File: config.mk
export PLATFORM = sky130hd
export DESIGN_NAME = alu_sequencer
export DESIGN_NICKNAME = d
export VERILOG_FILES = /design/src/rtl/alu_pkg.sv /design/src/rtl/alu_seq_decode.sv /design/src/rtl/alu_sequencer.sv
export SDC_FILE = /design/constraint.sdc
export NUM_CORES = 1
export LEC_CHECK = 0
export BUFFER_PORTS_ARGS = -buffer_cell sky130_fd_sc_hd__buf_2
export CORE_ASPECT_RATIO = 0.8
export CORE_UTILIZATION = 40
export DETAILED_ROUTE_END_ITERATION = 10
export HOLD_SLACK_MARGIN = 0.05
export PLACE_DENSITY = 0.76
export SKIP_CTS_REPAIR_TIMING = 1
export SLEW_MARGIN = 25
export SYNTH_ARGS = -nofsm -noshare
export SYNTH_HDL_FRONTEND = slang
export SYNTH_SLANG_ARGS = --single-unit
File: constraint.sdc
create_clock -name clk -period 3.7 [get_ports clk]
set_clock_uncertainty 0.2 [all_clocks]
set_input_delay 1.11 -clock clk [delete_from_list [all_inputs] [get_ports clk]]
set_output_delay 1.11 -clock clk [all_outputs]
set_load 0.01 [all_outputs]
File: src/rtl/alu_pkg.sv
// Shared encodings for the ALU sequencer: class/op codes, PSR bit positions and FSM states.
package alu_pkg;

  localparam logic [3:0] CLS_REG   = 4'b0000;
  localparam logic [3:0] CLS_SHIFT = 4'b1000;

  localparam logic [3:0] OP_AND   = 4'b0001;
  localparam logic [3:0] OP_OR    = 4'b0010;
  localparam logic [3:0] OP_XOR   = 4'b0011;
  localparam logic [3:0] OP_SHIFT = 4'b0100;
  localparam logic [3:0] OP_ADD   = 4'b0101;
  localparam logic [3:0] OP_ADDU  = 4'b0110;
  localparam logic [3:0] OP_ADDC  = 4'b0111;
  localparam logic [3:0] OP_SUB   = 4'b1001;
  localparam logic [3:0] OP_SUBC  = 4'b1010;
  localparam logic [3:0] OP_CMP   = 4'b1011;

  localparam logic [3:0] EXT_LSH  = 4'b0100;

  localparam int PSR_W = 5;
  localparam int PSR_C = 4;
  localparam int PSR_L = 3;
  localparam int PSR_F = 2;
  localparam int PSR_N = 1;
  localparam int PSR_Z = 0;

  typedef enum logic [1:0] {IDLE, READ, EXEC, WB} state_t;

  // Flags each static op is allowed to change; immediate forms share the op code.
  function automatic logic [PSR_W-1:0] psr_update_mask(input logic [3:0] op);
    logic [PSR_W-1:0] m;
    m = '0;
    case (op)
      OP_ADD, OP_SUB:           begin m[PSR_F] = 1'b1; m[PSR_Z] = 1'b1; end
      OP_ADDU, OP_ADDC, OP_SUBC: begin m[PSR_C] = 1'b1; m[PSR_Z] = 1'b1; end
      OP_CMP:                   begin m[PSR_L] = 1'b1; m[PSR_N] = 1'b1; m[PSR_Z] = 1'b1; end
      OP_AND, OP_OR, OP_XOR:    m[PSR_Z] = 1'b1;
      default:                  m = '0;
    endcase
    return m;
  endfunction

endpackage

File: src/rtl/alu_seq_decode.sv
// Combinational decode of a latched instruction word into ALU controls, operand-B source,
// write-enable, PSR mask and legality.
module alu_seq_decode import alu_pkg::*; #(
  parameter int WIDTH_DATA    = 16,
  parameter int WIDTH_OP_CODE = 4
) (
  input  logic [15:0]              instr,
  output logic [WIDTH_OP_CODE-1:0] op_code,
  output logic                     instr_type,
  output logic                     b_use_imm,
  output logic [WIDTH_DATA-1:0]    b_imm,
  output logic                     write_en,
  output logic [PSR_W-1:0]         psr_mask,
  output logic                     legal
);

  logic [3:0]                   cls;
  logic [3:0]                   ext;
  logic [3:0]                   op;
  logic signed [7:0]            imm8;
  logic signed [4:0]            imm5;
  logic signed [WIDTH_DATA-1:0] imm8_sext;
  logic signed [WIDTH_DATA-1:0] imm5_sext;

  assign cls       = instr[15:12];
  assign ext       = instr[7:4];
  assign imm8      = instr[7:0];
  assign imm5      = instr[4:0];
  assign imm8_sext = WIDTH_DATA'(imm8);
  assign imm5_sext = WIDTH_DATA'(imm5);

  always_comb begin
    op         = OP_ADD;
    instr_type = 1'b0;
    b_use_imm  = 1'b0;
    b_imm      = '0;
    legal      = 1'b0;
    case (cls)
      CLS_REG: begin
        op    = ext;
        legal = ext inside {OP_ADD, OP_ADDU, OP_ADDC, OP_SUB, OP_SUBC,
                            OP_CMP, OP_AND, OP_OR, OP_XOR};
      end
      CLS_SHIFT: begin
        op         = OP_SHIFT;
        instr_type = 1'b1;
        // LSHI keeps bit 4 as the sign of its 5-bit count, so only [7:5] identify it.
        if (ext == EXT_LSH) begin
          legal = 1'b1;
        end else if (instr[7:5] == 3'b000) begin
          legal     = 1'b1;
          b_use_imm = 1'b1;
          b_imm     = imm5_sext;
        end
      end
      OP_ADD, OP_SUB, OP_CMP: begin
        op        = cls;
        legal     = 1'b1;
        b_use_imm = 1'b1;
        b_imm     = imm8_sext;
      end
      OP_AND, OP_OR, OP_XOR: begin
        op        = cls;
        legal     = 1'b1;
        b_use_imm = 1'b1;
        b_imm     = WIDTH_DATA'(instr[7:0]);
      end
      default: legal = 1'b0;
    endcase
  end

  assign op_code  = WIDTH_OP_CODE'(op);
  assign write_en = legal && !(!instr_type && op == OP_CMP);
  assign psr_mask = (legal && !instr_type) ? psr_update_mask(op) : '0;

endmodule

File: src/rtl/alu_sequencer.sv
// Four-state controller sequencing one ALU instruction: register read, ALU drive,
// write-back and PSR update. Accepts a new instruction every fourth cycle.
module alu_sequencer import alu_pkg::*; #(
  parameter int WIDTH_DATA     = 16,
  parameter int WIDTH_REG_ADDR = 4,
  parameter int WIDTH_OP_CODE  = 4
) (
  input  logic                      clk,
  input  logic                      reset,
  input  logic                      instr_valid,
  output logic                      instr_ready,
  input  logic [15:0]               instr,
  output logic [WIDTH_REG_ADDR-1:0] rf_raddr_a,
  output logic [WIDTH_REG_ADDR-1:0] rf_raddr_b,
  input  logic [WIDTH_DATA-1:0]     rf_rdata_a,
  input  logic [WIDTH_DATA-1:0]     rf_rdata_b,
  output logic [WIDTH_DATA-1:0]     alu_a,
  output logic [WIDTH_DATA-1:0]     alu_b,
  output logic [WIDTH_OP_CODE-1:0]  alu_op_code,
  output logic                      alu_instr_type,
  output logic                      alu_carry_in,
  input  logic [WIDTH_DATA-1:0]     alu_result,
  input  logic [PSR_W-1:0]          alu_flags,
  output logic                      rf_we,
  output logic [WIDTH_REG_ADDR-1:0] rf_waddr,
  output logic [WIDTH_DATA-1:0]     rf_wdata,
  output logic [PSR_W-1:0]          psr,
  output logic                      done,
  output logic                      illegal
);

  state_t                  state, state_nxt;
  logic [15:0]             instr_p0;
  logic [WIDTH_DATA-1:0]   result_p2;
  logic [PSR_W-1:0]        flags_p2;
  logic [PSR_W-1:0]        psr_q;
  logic                    b_use_imm;
  logic [WIDTH_DATA-1:0]   b_imm;
  logic                    write_en;
  logic [PSR_W-1:0]        psr_mask;
  logic                    legal;

  alu_seq_decode #(
    .WIDTH_DATA    (WIDTH_DATA),
    .WIDTH_OP_CODE (WIDTH_OP_CODE)
  ) u_decode (
    .instr      (instr_p0),
    .op_code    (alu_op_code),
    .instr_type (alu_instr_type),
    .b_use_imm  (b_use_imm),
    .b_imm      (b_imm),
    .write_en   (write_en),
    .psr_mask   (psr_mask),
    .legal      (legal)
  );

  // Stage p0: accept and latch; read addresses come straight from the offered word in IDLE
  always_ff @(posedge clk) begin
    if (reset) begin
      state    <= IDLE;
      instr_p0 <= '0;
      psr_q    <= '0;
    end else begin
      state <= state_nxt;
      if (state == IDLE && instr_valid) instr_p0 <= instr;
      if (state == WB) psr_q <= (psr_q & ~psr_mask) | (flags_p2 & psr_mask);
    end
  end

  assign rf_raddr_a = (state == IDLE) ? WIDTH_REG_ADDR'(instr[11:8]) : WIDTH_REG_ADDR'(instr_p0[11:8]);
  assign rf_raddr_b = (state == IDLE) ? WIDTH_REG_ADDR'(instr[3:0])  : WIDTH_REG_ADDR'(instr_p0[3:0]);

  // Stage p2: ALU operands are live during EXEC; result and flags captured at its end
  assign alu_a        = rf_rdata_a;
  assign alu_b        = b_use_imm ? b_imm : rf_rdata_b;
  assign alu_carry_in = psr_q[PSR_C];

  always_ff @(posedge clk) begin
    if (state == EXEC) begin
      result_p2 <= alu_result;
      flags_p2  <= alu_flags;
    end
  end

  // Stage p3: write-back from the captured result
  assign rf_waddr = WIDTH_REG_ADDR'(instr_p0[11:8]);
  assign rf_wdata = result_p2;
  assign psr      = psr_q;

  always_comb begin
    state_nxt   = state;
    instr_ready = 1'b0;
    rf_we       = 1'b0;
    done        = 1'b0;
    illegal     = 1'b0;
    case (state)
      IDLE: begin
        instr_ready = 1'b1;
        if (instr_valid) state_nxt = READ;
      end
      READ: begin
        if (legal) begin
          state_nxt = EXEC;
        end else begin
          state_nxt = IDLE;
          illegal   = 1'b1;
        end
      end
      EXEC: state_nxt = WB;
      WB: begin
        rf_we     = write_en;
        done      = 1'b1;
        state_nxt = IDLE;
      end
      default: state_nxt = IDLE;
    endcase
  end

endmodule

# == Word level (Yosys, flattened, before mapping) ==
# Cells that the tools add are included.
# Widths: inputs -> output; s select.
# totals
regBits,44
inputBits,72
wordCells,81
# classes
n_eq_ne,30
muxes,26
bitwise_logic,4
n_reduce_logical,16
# op_table
operator,n
$mux 16,3
$pmux 16 s3,1
$eq 4x4->1 const B,9
$eq 4x3->1 const B,8
$eq 4x2->1 const B,6
$mux 1,13
$eq 4x1->1 const B,3
$pmux 4 s3,1
$and 5x5->5,2
$reduce_bool 9->1,1
$reduce_or 3->1,3
$reduce_or 9->1,1
$mux 4,2
$pmux 2 s4,1
$reduce_or 6->1,1
$mux 5,1
$not 5->5,1
$or 5x5->5,1
$eq 2x2->1 const B,2
$logic_and 1x1->1,4
$logic_not 4->1,1
$mux 2,2
$logic_not 3->1,1
$pmux 1 s3,1
other kinds (6),7

# == Depth between registers and ports, before layout ==
# Gate-level depths: netlist of the first run.
# depth
ltp_word,10
depth_mapped,6
depth_no_buf,5

# == Cells and area by module ==
# Synthesis of the first run repeated with hierarchy kept, for this count alone.
# hier_totals
hier_cells,247
area_unflattened_um2,2626.3
# modules_own_cells
mod,instances,cells_each,area_each_um2
alu_sequencer,1,178,2162.1
alu_seq_decode,1,69,464.2

# == Worst setup path after synthesis of the first run ==
# Ideal clock, no wire load.
# synth_path
path_kind,reg-to-output
start,register instr_p0[12]
end,output alu_b[5]
arrival_ps,1723
required_time_ps,2390
path_slack_ps,667
stages_incl_launch_ff,7
path_buffers,2
path_cell_list,dfxtp_1 -> buf_6 -> nor4b_4 -> nor4b_4 -> nor2_2 -> buf_6 -> a221o_1
# synth_via
elab_chain_cells,4
# synth_lines
item,line_no,text
"start, declared",alu_sequencer.sv:33,logic [15:0] instr_p0;
"start signal, assigned",alu_sequencer.sv:65,if (state == IDLE && instr_valid) instr_p0 <= instr;
"$eq 4x3->1, or another cell as far along",alu_seq_decode.sv:38,case (cls)
$reduce_or 6->1 (no source line) / $reduce_or 3->1 (equally long branches),--,
$pmux 1 s2 / $pmux 16 s3 (equally long branches),alu_seq_decode.sv:38,
$mux 16 *,alu_sequencer.sv:75,assign alu_b = b_use_imm ? b_imm : rf_rdata_b;
"end, declared",alu_sequencer.sv:18,"output logic [WIDTH_DATA-1:0] alu_b,"
# Mark *: on every way between the ends. The rest lies on a longest branch, timed or not.

# == Final worst setup path of the first run ==
# layout_path
start,register instr_p0[14]
end,output alu_b[1]
# Same word-level chain as after synthesis.

==> results of run 1 <==
[area by class of cell]
cell class / instances / area (µm²)
Clock buffer: 6 / 72.6
Multi-Input combinational cell: 136 / 938
Fill cell: 519 / 2640
Tap cell: 78 / 97.6
Inverter: 4 / 15.0
Sequential cell: 44 / 1090
Clock inverter: 2 / 35.0
Timing Repair Buffer: 115 / 578
[logic make-up after synthesis]
family | share of synthesized area
AO/OA/AOI/OAI | 0.135
XOR/XNOR | 0.00384
buffers and inverters | 0.116
flip-flops | 0.478
multiplexers | 0.0905
AND/OR/NAND/NOR | 0.177
[tightest hold or removal path, cell delays in order, from the launching register on]
cell and delay [ps]:
dfxtp_1 330, nand2_1 50, a21oi_1 50
[cells in the mapped netlist (all sizes together)]
master         number  area [µm²]
nand2              36         135
buf                26         208
dfxtp              23         460
edfxtp             21         631
a21oi              20         100
mux2               13         146
a21o                9        67.6
nand2b              9        56.3
clkbuf              8        30.0
nor2                7        28.8
mux2i               6        60.1
and2                5        35.0
inv                 4        15.0
nor3                4        20.0
nor2b               3        18.8
nor4b               3        62.6
o21ai               3        18.8
a211oi              2        15.0
a221o               2        20.0
nor4                2        18.8
a2111o              1        11.3
a221oi              1        15.0
a22o                1        8.76
a2bb2oi             1        8.76
clkdlybuf4s50       1        11.3
nand3               1        5.00
nand3b              1        7.51
o21bai              1        7.51
o31ai               1        7.51
o32ai               1        27.5
or2                 1        6.26
or3b                1        8.76
xor2                1        8.76
[cell usage in the layout, fill, tap and decap left out, drive strengths merged, types with 3 or more instances in the layout]
master | Yosys | layout
buf | 26 | 115
nand2 | 36 | 36
dfxtp | 23 | 23
edfxtp | 21 | 21
a21oi | 20 | 20
mux2 | 13 | 13
nand2b | 9 | 9
a21o | 9 | 9
nor2 | 7 | 7
mux2i | 6 | 6
clkbuf | 8 | 6
and2 | 5 | 5
inv | 4 | 4
nor3 | 4 | 4
nor4b | 3 | 3
o21ai | 3 | 3
nor2b | 3 | 3
[final timing paths]
kind / startpoint / end / slack, ps / cells after the start
worst max register to register: instr_p0[12]$_SDFFE_PP0P_ / flip-flop / 1490 / 5
worst min-delay path: instr_p0[11]$_SDFFE_PP0P_ / instr_p0[11]$_SDFFE_PP0P_ / 280 / 2
worst min register to register: instr_p0[11]$_SDFFE_PP0P_ / instr_p0[11]$_SDFFE_PP0P_ / 280 / 2
worst max-delay path: instr_p0[14]$_SDFFE_PP0P_ / alu_b[1] / 190 / 5
[power breakdown]
part	total (mW)	switching, mW	leakage (nW)	internal, mW
clock	0.355	0.155	0.0552	0.200
combinational	0.261	0.135	0.843	0.126
sequential	0.561	0.0261	0.379	0.535
[through the flow]
stage	hold WS (ps)	std cells	TNS, ps	utilization	worst slack [ps]
2_1_floorplan	242	219	0	-	667
3_3_place_gp	256	377	0	0.496	421
3_5_place_dp	265	377	0	0.496	320
4_1_cts	278	385	-11.0	0.516	-10.6
5_1_grt	309	385	0	0.518	47.8
6_report	275	385	0	0.518	192
[routing by layer]
metal,vias to the layer above,share of wire,global-route usage
li1,917,-,-
met1,852,0.43,0.210
met2,69,0.48,0.290
met3,11,0.075,0.0524
met4,0,0.013,0.0667
met5,-,0,0
==> impl_metrics.ini, run 1 <==
[timing]
max_slew_margin = 0.424
final_hold_viol_count = 0
rsz0062_at_grt = no
finalCriticalPeriod_ps = 3510
drv_slew = 0
setup_violations = 0
period_share = 0.948
max_freq_ghz = 0.285
tightest_slew_ps = 857

[clock_network]
htree_levels = 2
cts_max_path_buffers = 2
cts.sinks = 44
insertion_delay_ps = 290
cts_buffers = 5
cts_tree = built
clk_pin_slew_worst_paths_ps = 80
cts_root_buffer = clkbuf_8

[power]
irDropWorstVdd_uv = 247
p_per_area_mw_per_mm2 = 416
power_mw = 1.18
p_leak_nw = 1.28

[cells_and_area]
fin_nets = 378
drive_above_1_share = 0.485
antennaDiodeCount = 0
design_area_mm2 = 0.00283
syn_to_final_growth_pct = 24.0

[route]
num_vias = 1849
finalWirelength_mm = 5.05
drc = 0
dr.pass1.iters = 4
first_iter_violations = 74
drtAntennaViolNets = 0
drt-wirelength-per-cell_um = 13.1
routed_via_density = 4.80

[global_routing]
antenna_found_initial = 0
grt_max_degree = 28
grt_use_total = 0.174
grt_pass1_wl_mm = 8.06
gr-total-overflow = 0
grt_pass1_vias = 1780

[setup_path]
cp.arrival_ps = 2200
worstSetupPathType = flip-flop to output pin
critical_path.cell_chain = and2_2 -> o32ai_4 -> nor2_4 -> mux2_2 -> buf_2
cp.buffers_inverters = 1
cp_max_fo = 15
worst_setup_path_end_kind = output pin
crit_slowest_cell = dfxtp_1
max_stage_delay_ps = 650
cp-start-kind = flip-flop
critical-path-top-delay-family = flip-flops
required_ps = 2390

[logic_synthesis]
syn_nets = 291
synth_cells = 219
synth_seq_cells = 44
ys_seq_area_frac = 0.478
ys_types = 40
syn_area_mm2 = 0.00228
ys_warn_count = 0
syn_avg_cell_area_um2 = 10.4

[place]
gp_congestion = 0.850
port-buffer-count = 114
place_hpwl_mm = 3.80
post_dp_cell_area_mm2 = 0.00271

[floorplanning]
die-height_um = 69.5
io_pins = 147
start_util = 0.417
coreArea_mm2 = 0.00547
die_area_mm2 = 0.00601
placementRows = 24
die_x_um = 86.4

[status]
status = finished, final reports clean

[flow_run]
maxCapViolations = 0

[hold_path]
hold_class = flip-flop to flip-flop
(Power assumes the default switching activity.)
==> inputs of run 2 (changes only) <==
--- a/config.mk
+++ b/config.mk
@@ -5,12 +5,13 @@
 export SDC_FILE = /design/constraint.sdc
 export NUM_CORES = 1
 export LEC_CHECK = 0
+export ABC_AREA = 1
 export BUFFER_PORTS_ARGS = -buffer_cell sky130_fd_sc_hd__buf_2
 export CORE_ASPECT_RATIO = 0.8
 export CORE_UTILIZATION = 40
 export DETAILED_ROUTE_END_ITERATION = 10
 export HOLD_SLACK_MARGIN = 0.05
-export PLACE_DENSITY = 0.76
+export PLACE_DENSITY = 0.78
 export SKIP_CTS_REPAIR_TIMING = 1
 export SLEW_MARGIN = 25
 export SYNTH_ARGS = -nofsm -noshare
==> run 2 against run 1 <==
Effect of this change: first-iteration DRC count increased by 55%; largest cell class unchanged; highest routed layer unchanged; setup slack improved by 160 ps; critical endpoint is now alu_b[6]; global-route usage increased by 0.29 points; sequential share of layout area increased by 1.9 points; critical path depth increased by 5; the flow now finishes with violations (design-rule violations).
==> impl_metrics.ini, run 2 <==
[power]
irDropWorstVdd_uv = 283
p_per_area_mw_per_mm2 = 435
p_leak_nw = 1.33

[cells_and_area]
multiInputGateArea_um2 = 757
seq_area_mm2 = 0.00109
syn_to_final_growth_pct = 25.4
drive_above_1_share = 0.393
fin_nets = 425
design_area_mm2 = 0.00269
mostFrequentLayoutCells = buf_2, nand2_1, o21ai_0
final_common_cell = buf_2
n_fill_cell = 495
antennaDiodeCount = 0

[clock_network]
clk_pin_slew_worst_paths_ps = 80
cts_tree = built
cts_max_path_buffers = 2
cts_root_buffer = clkbuf_8
cts_buffers = 5
htree_levels = 2
cts.sinks = 44
insertion_delay_ps = 300

[timing]
drv_slew = 0
period_share = 0.904
max_freq_ghz = 0.299
tightest_slew_ps = 797
max_slew_margin = 0.467
rsz0062_at_grt = no
setup_violations = 0
finalCriticalPeriod_ps = 3340
fin_tns_setup_ps = 0
final_hold_viol_count = 0

[floorplanning]
coreArea_mm2 = 0.00509
die_x_um = 83.9
io_pins = 147
die-height_um = 67.6
placementRows = 23
start_util = 0.422
die_area_mm2 = 0.00567

[logic_synthesis]
ys_warn_count = 0
yosysTopAreaCell = edfxtp_1
yosys_most_used_dff = dfxtp_1
ys_types = 24
yosysTopAreaCellShare = 0.294
synth_common_cells = nand2_1, o21ai_0, nor2_1
synth_seq_cells = 44
ys_seq_area_frac = 0.508
syn_nets = 333
synthTopCellsByArea = edfxtp_1, dfxtp_1, nand2_1
synth_cells = 261
syn_avg_cell_area_um2 = 8.23
yosysMostFrequentCell = nand2_1
synthArstFlopShare = 0
synth-edff-count = 21
syn_area_mm2 = 0.00215

[route]
drc = 24
first_iter_violations = 115
drt-wirelength-per-cell_um = 11.9
finalWirelength_mm = 4.97
drtAntennaViolNets = 0
dr.pass1.iters = 7
routed_via_density = 4.78
num_vias = 1989

[global_routing]
grt_max_degree = 32
grt_use_total = 0.177
grt_pass1_wl_mm = 7.73
grt_pass1_vias = 1725
antenna_found_initial = 0
gr-total-overflow = 0

[setup_path]
cp_max_fo = 21
required_ps = 2390
cp.arrival_ps = 2030
worstSetupPathType = flip-flop to output pin
cp-start-kind = flip-flop
worst_setup_path_end_kind = output pin

[status]
status = complete, but fails checks
violations = design-rule violations

[place]
gp_congestion = 0.897
port-buffer-count = 114
post_dp_cell_area_mm2 = 0.00260
place_hpwl_mm = 3.87

[flow_run]
maxCapViolations = 0

[hold_path]
hold_class = flip-flop to flip-flop
## run 2: logic make-up (layout without fill, tap and decap cells)
| logic type | Yosys count | after routing | synth area share |
|---|---|---|---|
| DFF | 44 | 44 | 0.508 |
| AOI/OAI and AO/OA | 63 | 63 | 0.153 |
| buffers and inverters | 57 | 150 | 0.143 |
| and+or+nand+nor | 97 | 97 | 0.196 |
## run 2: worst max-delay path: stages, from the launching register on
cell     delay, ps
dfxtp_1        330
inv_2          100
nor2_1          60
nand2_2        110
nand3_2        100
inv_1          140
o21ai_0        100
inv_1          430
a21oi_1        110
o21ai_0         90
buf_2          150
## run 2: path summary, 6_finish.rpt
kind | slack, ps | cells after the start | startpoint | endpoint
worst max register to register | 1320 | 4 | state[0]$_SDFFE_PP0P_ | instr_p0[14]$_SDFFE_PP0P_
worst min register to register | 270 | 2 | flip-flop | flip-flop
worst max-delay path | 360 | 10 | instr_p0[14]$_SDFFE_PP0P_ | alu_b[6]
worst min-delay path | 270 | 2 | flip-flop | flip-flop
## run 2: layout make-up
cell class	instances	area share
flip-flops and latches	44	0.405
multi-input cells	160	0.281
repair buffers	114	0.212
inverters	28	0.0390
clock inverters	3	0.00882
clock buffers	5	0.0255
well taps	62	0.0288
## run 2: per-layer routing
layer	part of all wire	up-vias	GRT usage
li1	-	1013	-
met1	0.43	871	0.208
met2	0.48	94	0.304
met3	0.074	11	0.0465
met4	0.020	0	0.0905
met5	0	-	0
## run 2: report_power, final
| part | leakage (nW) | internal [mW] | switching [mW] |
|---|---|---|---|
| combinational | 0.907 | 0.114 | 0.196 |
| clock | 0.0404 | 0.134 | 0.170 |
| sequential | 0.380 | 0.541 | 0.0165 |
## run 2: stage by stage
step	setup slack [ps]	total power [mW]	hold WS [ps]	utilization	std cells
finish	356	1.17	270	0.529	416
detailed placement	711	0.880	261	0.510	408
CTS	363	1.18	275	0.528	416
floorplan	1030	0.788	239	-	261
global route	93.2	1.24	301	0.529	416
global placement	768	0.871	248	0.510	408
